**src/rtl/led_cmd_ctrl_pkg.sv**
```systemverilog
// Shared command codes, frame widths, chip-select levels and FSM state type
// for the LED command controller.
package led_cmd_ctrl_pkg;

    localparam int CMD_BITS           = 8;
    localparam int ADDR_BITS          = 8;
    localparam int PAYLOAD_BITS       = 8;
    localparam int MASTER_FRAME_WIDTH = CMD_BITS + ADDR_BITS + PAYLOAD_BITS;

    localparam logic [CMD_BITS-1:0] CMD_NOP   = 8'h00;
    localparam logic [CMD_BITS-1:0] CMD_WRITE = 8'h01;
    localparam logic [CMD_BITS-1:0] CMD_READ  = 8'h02;
    localparam logic [CMD_BITS-1:0] CMD_ERR   = 8'hEE;

    localparam logic CS_ASSERT   = 1'b0;
    localparam logic CS_DEASSERT = 1'b1;

    // PWM resolution: duty is a percentage, so one period is 100 steps
    localparam int PWM_STEPS = 100;
    localparam logic [PAYLOAD_BITS-1:0] DUTY_MAX = PAYLOAD_BITS'(PWM_STEPS);

    typedef enum logic [2:0] {
        ST_IDLE,
        ST_DECODE,
        ST_WRITE,
        ST_LOAD_TX,
        ST_TX_WAIT
    } state_e;

    // Brightness above 100 % saturates at full on
    function automatic logic [PAYLOAD_BITS-1:0] clamp_duty(input logic [PAYLOAD_BITS-1:0] p);
        return (p > DUTY_MAX) ? DUTY_MAX : p;
    endfunction

endpackage

```
**src/rtl/led_pwm.sv**
```systemverilog
// Multi-channel PWM: shared prescaler and 0..99 step counter, one shadowed
// duty comparator per channel. Shadows reload only at the period wrap so a
// duty change never chops a period in half.
module led_pwm
    import led_cmd_ctrl_pkg::*;
#(
    parameter int NUM_LEDS     = 4,
    parameter int PWM_PRESCALE = 1250
) (
    input  logic                                   sysclk,
    input  logic                                   rst,
    input  logic [NUM_LEDS-1:0][PAYLOAD_BITS-1:0]  duty,
    output logic [NUM_LEDS-1:0]                    o_led
);

    localparam int PW = (PWM_PRESCALE > 1) ? $clog2(PWM_PRESCALE) : 1;
    localparam logic [PW-1:0] PRESC_LAST = PW'(PWM_PRESCALE - 1);
    localparam logic [6:0]    STEP_LAST  = 7'(PWM_STEPS - 1);

    logic [PW-1:0]                        presc_q, presc_d;
    logic [6:0]                           step_q, step_d;
    logic [NUM_LEDS-1:0][PAYLOAD_BITS-1:0] act_q, act_d;
    logic [NUM_LEDS-1:0]                  led_q, led_d;
    logic                                 presc_wrap, step_wrap;

    assign presc_wrap = (presc_q == PRESC_LAST);
    assign step_wrap  = presc_wrap && (step_q == STEP_LAST);

    // Prescaler and step counter advance
    always_comb begin
        presc_d = presc_wrap ? '0 : presc_q + 1'b1;
        step_d  = step_q;
        if (presc_wrap) step_d = (step_q == STEP_LAST) ? '0 : step_q + 1'b1;
    end

    // Per-channel shadow reload and registered comparator (glitch-free pin)
    for (genvar n = 0; n < NUM_LEDS; n++) begin : g_ch
        assign act_d[n] = step_wrap ? duty[n] : act_q[n];
        assign led_d[n] = PAYLOAD_BITS'(step_q) < act_q[n];
    end

    // Counter, shadow and output registers
    always_ff @(posedge sysclk) begin
        if (rst) begin
            presc_q <= '0;
            step_q  <= '0;
            act_q   <= '0;
            led_q   <= '0;
        end else begin
            presc_q <= presc_d;
            step_q  <= step_d;
            act_q   <= act_d;
            led_q   <= led_d;
        end
    end

    assign o_led = led_q;

endmodule

```
**src/rtl/led_cmd_ctrl.sv**
```systemverilog
// LED command controller: takes decoded SPI frames, updates per-LED duty
// registers, answers reads/errors with a response frame held until the
// master deasserts cs, and drives the LEDs through led_pwm.
module led_cmd_ctrl
    import led_cmd_ctrl_pkg::*;
#(
    parameter int NUM_LEDS     = 4,
    parameter int PWM_PRESCALE = 1250
) (
    input  logic                          sysclk,
    input  logic                          rst,
    input  logic                          cs,
    input  logic                          rx_dv,
    input  logic [CMD_BITS-1:0]           i_cmd,
    input  logic [ADDR_BITS-1:0]          i_addr,
    input  logic [PAYLOAD_BITS-1:0]       i_payload,
    output logic                          slv_tx_enb,
    output logic [MASTER_FRAME_WIDTH-1:0] o_slv_frame,
    output logic [NUM_LEDS-1:0]           o_led,
    output logic                          o_err
);

    localparam logic [ADDR_BITS-1:0] ADDR_LIMIT = ADDR_BITS'(NUM_LEDS);

    state_e                                state_q, state_d;
    logic [CMD_BITS-1:0]                   cmd_q, cmd_d;
    logic [ADDR_BITS-1:0]                  addr_q, addr_d;
    logic [PAYLOAD_BITS-1:0]               pay_q, pay_d;
    logic [NUM_LEDS-1:0][PAYLOAD_BITS-1:0] duty_q, duty_d;
    logic                                  tx_enb_q, tx_enb_d;
    logic [MASTER_FRAME_WIDTH-1:0]         frame_q, frame_d;
    logic                                  err_q, err_d;
    // [0] metastable, [1] synchronized, [2] previous for edge detect
    logic [2:0]                            cs_pipe_q, cs_pipe_d;

    logic                    addr_ok, is_wr, is_rd, is_nop, cs_rise;
    logic [PAYLOAD_BITS-1:0] rd_duty;

    assign addr_ok = (addr_q < ADDR_LIMIT);
    assign is_wr   = (cmd_q == CMD_WRITE) && addr_ok;
    assign is_rd   = (cmd_q == CMD_READ) && addr_ok;
    assign is_nop  = (cmd_q == CMD_NOP);
    assign cs_rise = cs_pipe_q[1] && !cs_pipe_q[2];
    assign cs_pipe_d = {cs_pipe_q[1:0], cs};

    // Duty readback mux; loop avoids indexing past NUM_LEDS on bad addresses
    always_comb begin
        rd_duty = '0;
        for (int n = 0; n < NUM_LEDS; n++)
            if (addr_q == ADDR_BITS'(n)) rd_duty = duty_q[n];
    end

    // All registers; rst overrides everything including a pending rx_dv
    always_ff @(posedge sysclk) begin
        if (rst) begin
            state_q   <= ST_IDLE;
            cmd_q     <= '0;
            addr_q    <= '0;
            pay_q     <= '0;
            duty_q    <= '0;
            tx_enb_q  <= 1'b0;
            frame_q   <= '0;
            err_q     <= 1'b0;
            cs_pipe_q <= {3{CS_DEASSERT}};
        end else begin
            state_q   <= state_d;
            cmd_q     <= cmd_d;
            addr_q    <= addr_d;
            pay_q     <= pay_d;
            duty_q    <= duty_d;
            tx_enb_q  <= tx_enb_d;
            frame_q   <= frame_d;
            err_q     <= err_d;
            cs_pipe_q <= cs_pipe_d;
        end
    end

    // Next-state logic; rx_dv outside IDLE is simply ignored
    always_comb begin
        state_d = state_q;
        case (state_q)
            ST_IDLE:    if (rx_dv) state_d = ST_DECODE;
            ST_DECODE: begin
                if (is_wr)       state_d = ST_WRITE;
                else if (is_nop) state_d = ST_IDLE;
                else             state_d = ST_LOAD_TX;  // valid read or error
            end
            ST_WRITE:   state_d = ST_IDLE;
            ST_LOAD_TX: state_d = ST_TX_WAIT;
            ST_TX_WAIT: if (cs_rise) state_d = ST_IDLE;
            default:    state_d = ST_IDLE;
        endcase
    end

    // Datapath / output updates per state
    always_comb begin
        cmd_d    = cmd_q;
        addr_d   = addr_q;
        pay_d    = pay_q;
        duty_d   = duty_q;
        tx_enb_d = tx_enb_q;
        frame_d  = frame_q;
        err_d    = err_q;
        case (state_q)
            ST_IDLE: begin
                if (rx_dv) begin
                    cmd_d  = i_cmd;
                    addr_d = i_addr;
                    pay_d  = i_payload;
                end
            end
            ST_DECODE:  err_d = !(is_wr || is_rd || is_nop);
            ST_WRITE: begin
                for (int n = 0; n < NUM_LEDS; n++)
                    if (addr_q == ADDR_BITS'(n)) duty_d[n] = clamp_duty(pay_q);
            end
            ST_LOAD_TX: begin
                tx_enb_d = 1'b1;
                frame_d  = is_rd ? {CMD_READ, addr_q, rd_duty}
                                 : {CMD_ERR, addr_q, cmd_q};
            end
            ST_TX_WAIT: begin
                if (cs_rise) begin
                    tx_enb_d = 1'b0;
                    frame_d  = '0;
                end
            end
            default: ;
        endcase
    end

    led_pwm #(
        .NUM_LEDS     (NUM_LEDS),
        .PWM_PRESCALE (PWM_PRESCALE)
    ) u_pwm (
        .sysclk (sysclk),
        .rst    (rst),
        .duty   (duty_q),
        .o_led  (o_led)
    );

    assign slv_tx_enb  = tx_enb_q;
    assign o_slv_frame = frame_q;
    assign o_err       = err_q;

endmodule

```
**config.mk**
```make
export PLATFORM = sky130hd
export DESIGN_NAME = led_cmd_ctrl
export DESIGN_NICKNAME = d
export VERILOG_FILES = /design/src/rtl/led_cmd_ctrl_pkg.sv /design/src/rtl/led_pwm.sv /design/src/rtl/led_cmd_ctrl.sv
export SDC_FILE = /design/constraint.sdc
export NUM_CORES = 1
export LEC_CHECK = 0
export ABC_AREA = 1
export BUFFER_PORTS_ARGS = -buffer_cell sky130_fd_sc_hd__clkbuf_2
export CORE_MARGIN = 2
export CORE_UTILIZATION = 40
export DETAILED_ROUTE_END_ITERATION = 10
export HOLD_SLACK_MARGIN = 0.05
export PLACE_DENSITY = 0.66
export SLEW_MARGIN = 20
export SYNTH_ARGS = -nofsm -noshare
export SYNTH_HDL_FRONTEND = slang
export SYNTH_SLANG_ARGS = --single-unit
export TNS_END_PERCENT = 5
```
**constraint.sdc**
```tcl
create_clock -name sysclk -period 1.8 [get_ports sysclk]
set_clock_uncertainty 0.05 [all_clocks]
set_input_delay 0.09 -clock sysclk [delete_from_list [all_inputs] [get_ports sysclk]]
set_output_delay 0.09 -clock sysclk [all_outputs]
set_load 0.02 [all_outputs]
```
==> metrics.yaml, run 1 <==
totalPowerFinal_mw: 7.89
grt_pass1_vias: 4961
drc: 0
syn_avg_cell_area_um2: 7.69
via_count: 5618
sw_frac_of_total_pct: 27.4
maxCapViolCount: 0
drtPass1Iterations: 5
p_leak_nw: 3.11
cp.arrival_ps: 2050
wl_um: 15000
worstPathRequired_ps: 2100
post-route-period-util_pct: 97.3
status: "completed"
dp_slack_ps: 79.7
start_util_pct: 40.7
clock_sinks: 135
min-delay-start: "rx_dv"
die_h_um: 131
netlist_area_um2: 6440
drv_slew: 0
clkSlewWorstSetupHoldPaths_ps: 60
layout-drive-gt1-share_pct: 19.7
powerDensity_nw_per_um2: 1010
cp_max_fo: 13
viasPerCell: 4.88
reg2reg_to: "addr_q[2]$_SDFFE_PP0P_"
cts_buffer_depth: 2
pwr-share-seq_pct: 40.6
gp_congestion: 0.775
setup_viol: 0
drt_iter0_drc: 334
wl_per_cell_um: 13.0
antenna_found_initial: 0
portBuffers: 55
p_int_mw: 5.73
synthTopCellsByArea: "dfxtp_1, nand2_1, a21oi_1"
switching_power_mw: 2.16
finalNetCount: 978
postRouteAntennaNets: 0
worstSetupEndpointType: "flip-flop"
regToRegSetupSlack_ps: 50
finalWorstSetupSlack_ps: 49.1
synth.distinct_cells: 45
whs_path_depth: 3
dp_hpwl_um: 10300
grt_pass1_wl_um: 24100
holdWs_ps: 72.4
coreArea_um2: 15800
grt_overflow: 0
ys_warn_count: 0
crit_type: "reg2reg"
area_growth_pct: 21.5
ios: 58
synth-seq-cells: 135
die_w_um: 131
rr_worst_depth: 6
clkPwrFrac_pct: 46.5
hp-class: "in2reg"
hold_end: "pay_q[1]$_SDFFE_PP0P_"
slew-limit-headroom_pct: 65.8
yosysSeqAreaShare_pct: 41.9
cts_tree: "yes"
rsz0062_at_grt: "true"
synthCells: 838
grt_use_total_pct: 18.1
power_frac_comb_pct: 12.9
rows: 46
numCtsBuffers: 17
htreeDepth: 4
die-area_um2: 17100
finalCriticalPeriod_ps: 1750
ir_drop_mv: 0.672
root_buffer: "clkbuf_16"
setup-tns-final_ps: 0
r2r_start: "state_q[1]$_SDFFE_PP0P_"
hold_viol_final: 0
yosys.area.top_type: "dfxtp_1"
fmaxAchievable_mhz: 571
tightest_slew_ps: 512
synth_top_area_share_pct: 41.9
diodes: 0
start_kind: "flip-flop"
clock_latency_ps: 430
grt_max_degree: 76
post-route-util_pct: 49.5
==> per-layer routing <==
layer	wire, um	track usage (%)	vias up
met5	0	0	-
met4	187	5.32	0
met3	749	4.52	15
met2	7120	28.1	125
met1	6960	24.9	2571
li1	-	-	2907
==> critical path, stage by stage, from the launching register on <==
cell and delay [ps]:
dfxtp_1 310, buf_4 180, nor3_4 150, buf_6 180
nand3_1 70, dlygate4sd3_1 570, a21oi_1 170
==> cell usage after synthesis, drive strengths merged <==
master	instances
dfxtp	135
o21ai	44
a211oi	1
xor2	2
nand3	40
nand4	26
o21a	2
conb	1
ha	27
nand2	178
nor3	11
nor2	79
or2	3
inv	99
nor4	4
o211ai	1
clkbuf	18
nand3b	2
buf	25
a22o	1
clkinv	1
a31oi	1
a21o	1
nor3b	6
xnor2	4
a21oi	126
==> flip-flops by register name (all words and copies together) (netlist names), 7 cells and up <==
name	flops
addr_q	8
pay_q	8
u_pwm.presc_q	11
o_slv_frame	18
u_pwm.step_q	7
duty_q	32
u_pwm.act_q	32
cmd_q	8
==> area by class of cell <==
cell class	count	area, um2
fill	1504	8000
timing repair buffer	108	769
clock inverter	14	186
tap	216	270
clock buffer	18	439
multi-input combinational	561	3080
sequential	135	2700
inverter	100	379
==> power groups by stage <==
stage	Sequential, mW	Clock, mW	Combinational (mW)
2_1_floorplan	3.26	0	0.687
3_3_place_gp	3.26	0	0.891
3_5_place_dp	3.27	0	0.900
4_1_cts	3.20	3.72	0.959
5_1_grt	3.22	3.87	1.12
6_report	3.20	3.67	1.02
==> cells by family after synthesis <==
group                    synth area share, %
adder cells (fa/ha/maj)                 5.24
XOR/XNOR                               0.816
flip-flops                              41.9
AND/OR/NAND/NOR                         25.7
other                                 0.0582
buffers and inverters                   10.4
AO/OA/AOI/OAI                           15.8
==> metrics by stage <==
stage / instance area, um2 / std cells
2_1_floorplan: 6450 / 839
3_3_place_gp: 6870 / 1088
3_5_place_dp: 6870 / 1088
4_1_cts: 7790 / 1149
5_1_grt: 7830 / 1152
6_report: 7830 / 1152
==> cell usage in the layout, fill, tap and decap left out, types with 17 or more instances in the layout <==
master         netlist  final
nand3_1             37     37
a21oi_1             96     96
a21oi_2             30     30
nand4_1             26     26
nor2_1              68     68
inv_1               92     92
buf_4                8     20
clkbuf_16            0     17
nand2_1            167    167
dlygate4sd3_1        0     29
clkbuf_2             0     54
dfxtp_1            135    134
ha_1                27     27
o21ai_0             34     34
==> worst max path at each step <==
stage,startpoint,endpoint,slack (ps)
after floorplan,u_pwm.presc_q[0]$_SDFF_PP0_,u_pwm.act_q[19]$_SDFFE_PP0P_,270
after global placement,u_pwm.step_q[6]$_SDFFE_PP0P_,u_pwm.act_q[2]$_SDFFE_PP0P_,160
after detailed placement,u_pwm.presc_q[1]$_SDFF_PP0_,u_pwm.act_q[18]$_SDFFE_PP0P_,80
after CTS,state_q[1]$_SDFFE_PP0P_,addr_q[7]$_SDFFE_PP0P_,40
after global routing,state_q[1]$_SDFFE_PP0P_,addr_q[2]$_SDFFE_PP0P_,-20
final,state_q[1]$_SDFFE_PP0P_,addr_q[2]$_SDFFE_PP0P_,50
==> timing repair <==
action                                  4_1_cts  5_1_grt
endpoints found under the setup margin        0       34
hold buffers                                 29        0
endpoints found under the hold margin        25        0
resized for setup                             0        7
buffers inserted                              0        3
Note: power is estimated with default switching activity, not from simulation.
==> run 2, diff against run 1 <==
Settings changed: ABC_AREA 1 to 0, PLACE_DENSITY 0.66 to 0.67.
==> run 2 against run 1 <==
Sequential cell count stayed put. Utilization is 1.5 points higher. Power is 8.2% lower. Synthesized cell count is 16% lower. Combinational power is 44% lower. Global-route usage is 0.59 points higher. Count of clock-buffer cells in the layout is 1 higher. Largest cell class unchanged. Largest power group unchanged. Highest routed layer unchanged.
==> metrics.yaml, run 2 <==
antenna_found_initial: 0
tightest_slew_ps: 813
synthArstFlopShare_pct: 0
die-area_um2: 16300
die_h_um: 128
grt_use_total_pct: 18.6
pwr-share-seq_pct: 43.0
yosysSeqAreaShare_pct: 44.2
die_w_um: 128
powerDensity_nw_per_um2: 943
p_int_mw: 5.45
final_area_um2: 7680
postRouteAntennaNets: 0
grt_pass1_wl_um: 24300
totalPowerFinal_mw: 7.25
clkSlewWorstSetupHoldPaths_ps: 60
area_growth_pct: 25.8
min-delay-start: "rx_dv"
sw_frac_of_total_pct: 24.9
drtPass1Iterations: 5
dp.cells: 943
synthTopCellsByArea: "dfxtp_1, nand2_1, a21oi_1"
p_leak_nw: 3.12
syn_avg_cell_area_um2: 8.68
clock_latency_ps: 420
post-route-util_pct: 50.9
ys_warn_count: 0
maxCapViolCount: 0
synth.distinct_cells: 57
drv_slew: 0
finalNetCount: 855
layout-drive-gt1-share_pct: 19.3
slew-limit-headroom_pct: 45.2
grt_max_degree: 47
synth_common_cells: "dfxtp_1, nand2_1, a21oi_1"
root_buffer: "clkbuf_16"
portBuffers: 55
htreeDepth: 4
dpl-instance-area_um2: 6780
start_util_pct: 40.5
hold_viol_final: 0
numCtsBuffers: 17
layout_common_cells: "dfxtp_1, nand2_1, a21oi_1, clkbuf_2, buf_4"
worstPathRequired_ps: 2060
synth_ff_type: "dfxtp_1"
rows: 45
ir_drop_mv: 0.655
whs_path_depth: 4
rr_worst_depth: 5
reg2reg_to: "duty_q[23]$_SDFFE_PP0P_"
fmaxAchievable_mhz: 567
cts_tree: "yes"
switching_power_mw: 1.80
cp.arrival_ps: 2020
status: "completed"
ios: 58
wl_um: 14800
setup_viol: 0
netlist_area_um2: 6110
dp_hpwl_um: 9970
synthCells: 704
hold_end: "state_q[0]$_SDFFE_PP0P_"
viasPerCell: 5.26
wl_per_cell_um: 14.8
synth_top_area_share_pct: 44.2
cp_max_fo: 5
drt_iter0_drc: 344
diodes: 0
gp_congestion: 0.811
clkPwrFrac_pct: 49.2
r2r_start: "addr_q[5]$_SDFFE_PP0P_"
power_frac_comb_pct: 7.8
post-route-period-util_pct: 97.9
drc: 0
post-cts-setup-buffers: 0
clock_sinks: 135
finalNonFillerCells: 1001
rsz0062_at_grt: "true"
via_count: 5267
final_common_cell: "dfxtp_1"
synth-seq-cells: 135
finalCriticalPeriod_ps: 1760
worstSetupEndpointType: "flip-flop"
post-synth-top-count-cell: "dfxtp_1"
cts_buffer_depth: 2
grt_pass1_vias: 4965
coreArea_um2: 15100
synth_edf_count: 0
yosys.area.top_type: "dfxtp_1"
hp-class: "in2reg"
grt_overflow: 0
regToRegSetupSlack_ps: 40
start_kind: "flip-flop"
crit_type: "reg2reg"
==> run 2: cell type report <==
type,instances,area (um2)
clock buffer,19,453
multi-input combinational,487,3100
timing repair buffer,127,913
tap,188,235
fill,1408,7400
sequential,135,2700
inverter,32,120
clock inverter,13,156
==> run 2: worst max-delay path by stage <==
stage | start | endpoint | slack, ps | cells past startpoint
6_report | addr_q[5]$_SDFFE_PP0P_ | duty_q[23]$_SDFFE_PP0P_ | 40 | 5
4_1_cts | addr_q[5]$_SDFFE_PP0P_ | duty_q[23]$_SDFFE_PP0P_ | 30 | 5
2_1_floorplan | addr_q[5]$_SDFFE_PP0P_ | duty_q[18]$_SDFFE_PP0P_ | -50 | 5
5_1_grt | addr_q[5]$_SDFFE_PP0P_ | duty_q[23]$_SDFFE_PP0P_ | -40 | 5
3_5_place_dp | addr_q[5]$_SDFFE_PP0P_ | duty_q[23]$_SDFFE_PP0P_ | 50 | 5
3_3_place_gp | addr_q[5]$_SDFFE_PP0P_ | duty_q[23]$_SDFFE_PP0P_ | 90 | 5
==> run 2: power by group through the flow <==
stage,Clock (mW),Combinational (mW),Sequential (mW)
2_1_floorplan,0,0.315,3.17
3_3_place_gp,0,0.505,3.18
3_5_place_dp,0,0.509,3.18
4_1_cts,3.63,0.559,3.11
5_1_grt,3.76,0.624,3.12
6_report,3.57,0.567,3.11
==> run 2: timing repair <==
| action | 4_1_cts | 5_1_grt |
|---|---|---|
| gates resized for setup | 0 | 14 |
| endpoints found under the hold margin | 27 | 0 |
| hold buffers | 26 | 0 |
| endpoints found under the setup margin | 0 | 31 |
==> run 2: cell families (layout without fill, tap and decap cells) <==
| logic type | after synthesis | after routing | synth area share (%) |
|---|---|---|---|
| flip-flops | 135 | 135 | 44.2 |
| AND/OR/NAND/NOR | 236 | 236 | 19.3 |
| multiplexers | 37 | 37 | 6.53 |
| AO/OA/AOI/OAI | 174 | 174 | 17.0 |
| buffers and inverters | 83 | 191 | 5.75 |
| adder cells (fa/ha/maj) | 27 | 27 | 5.53 |
| other | 1 | 2 | 0.0614 |
| XOR/XNOR | 11 | 11 | 1.58 |
==> run 2: worst max-delay path, cell delays in order (launching register included) <==
cell and delay [ps]:
dfxtp_1 330, nor4_4 380, nand3_2 140, or3_1 390, buf_4 190, and3_1 170
==> run 2: stage by stage <==
step                worst slack, ps  setup TNS (ps)  hold WS [ps]
CTS                            34.3               0           144
global route                  -42.1            -180           193
detailed placement             50.6               0           230
finish                         37.5               0           159
global placement               89.2               0           222
floorplan                     -52.6           -83.9           144
==> run 2: per-layer routing <==
metal	GRT usage, %	wire length (um)	share of wire, %	vias up
li1	-	-	-	2679
met1	24.8	7030	48	2451
met2	30.0	6940	47	117
met3	3.27	542	3.7	20
met4	7.69	257	1.7	0
met5	0	0	0	-
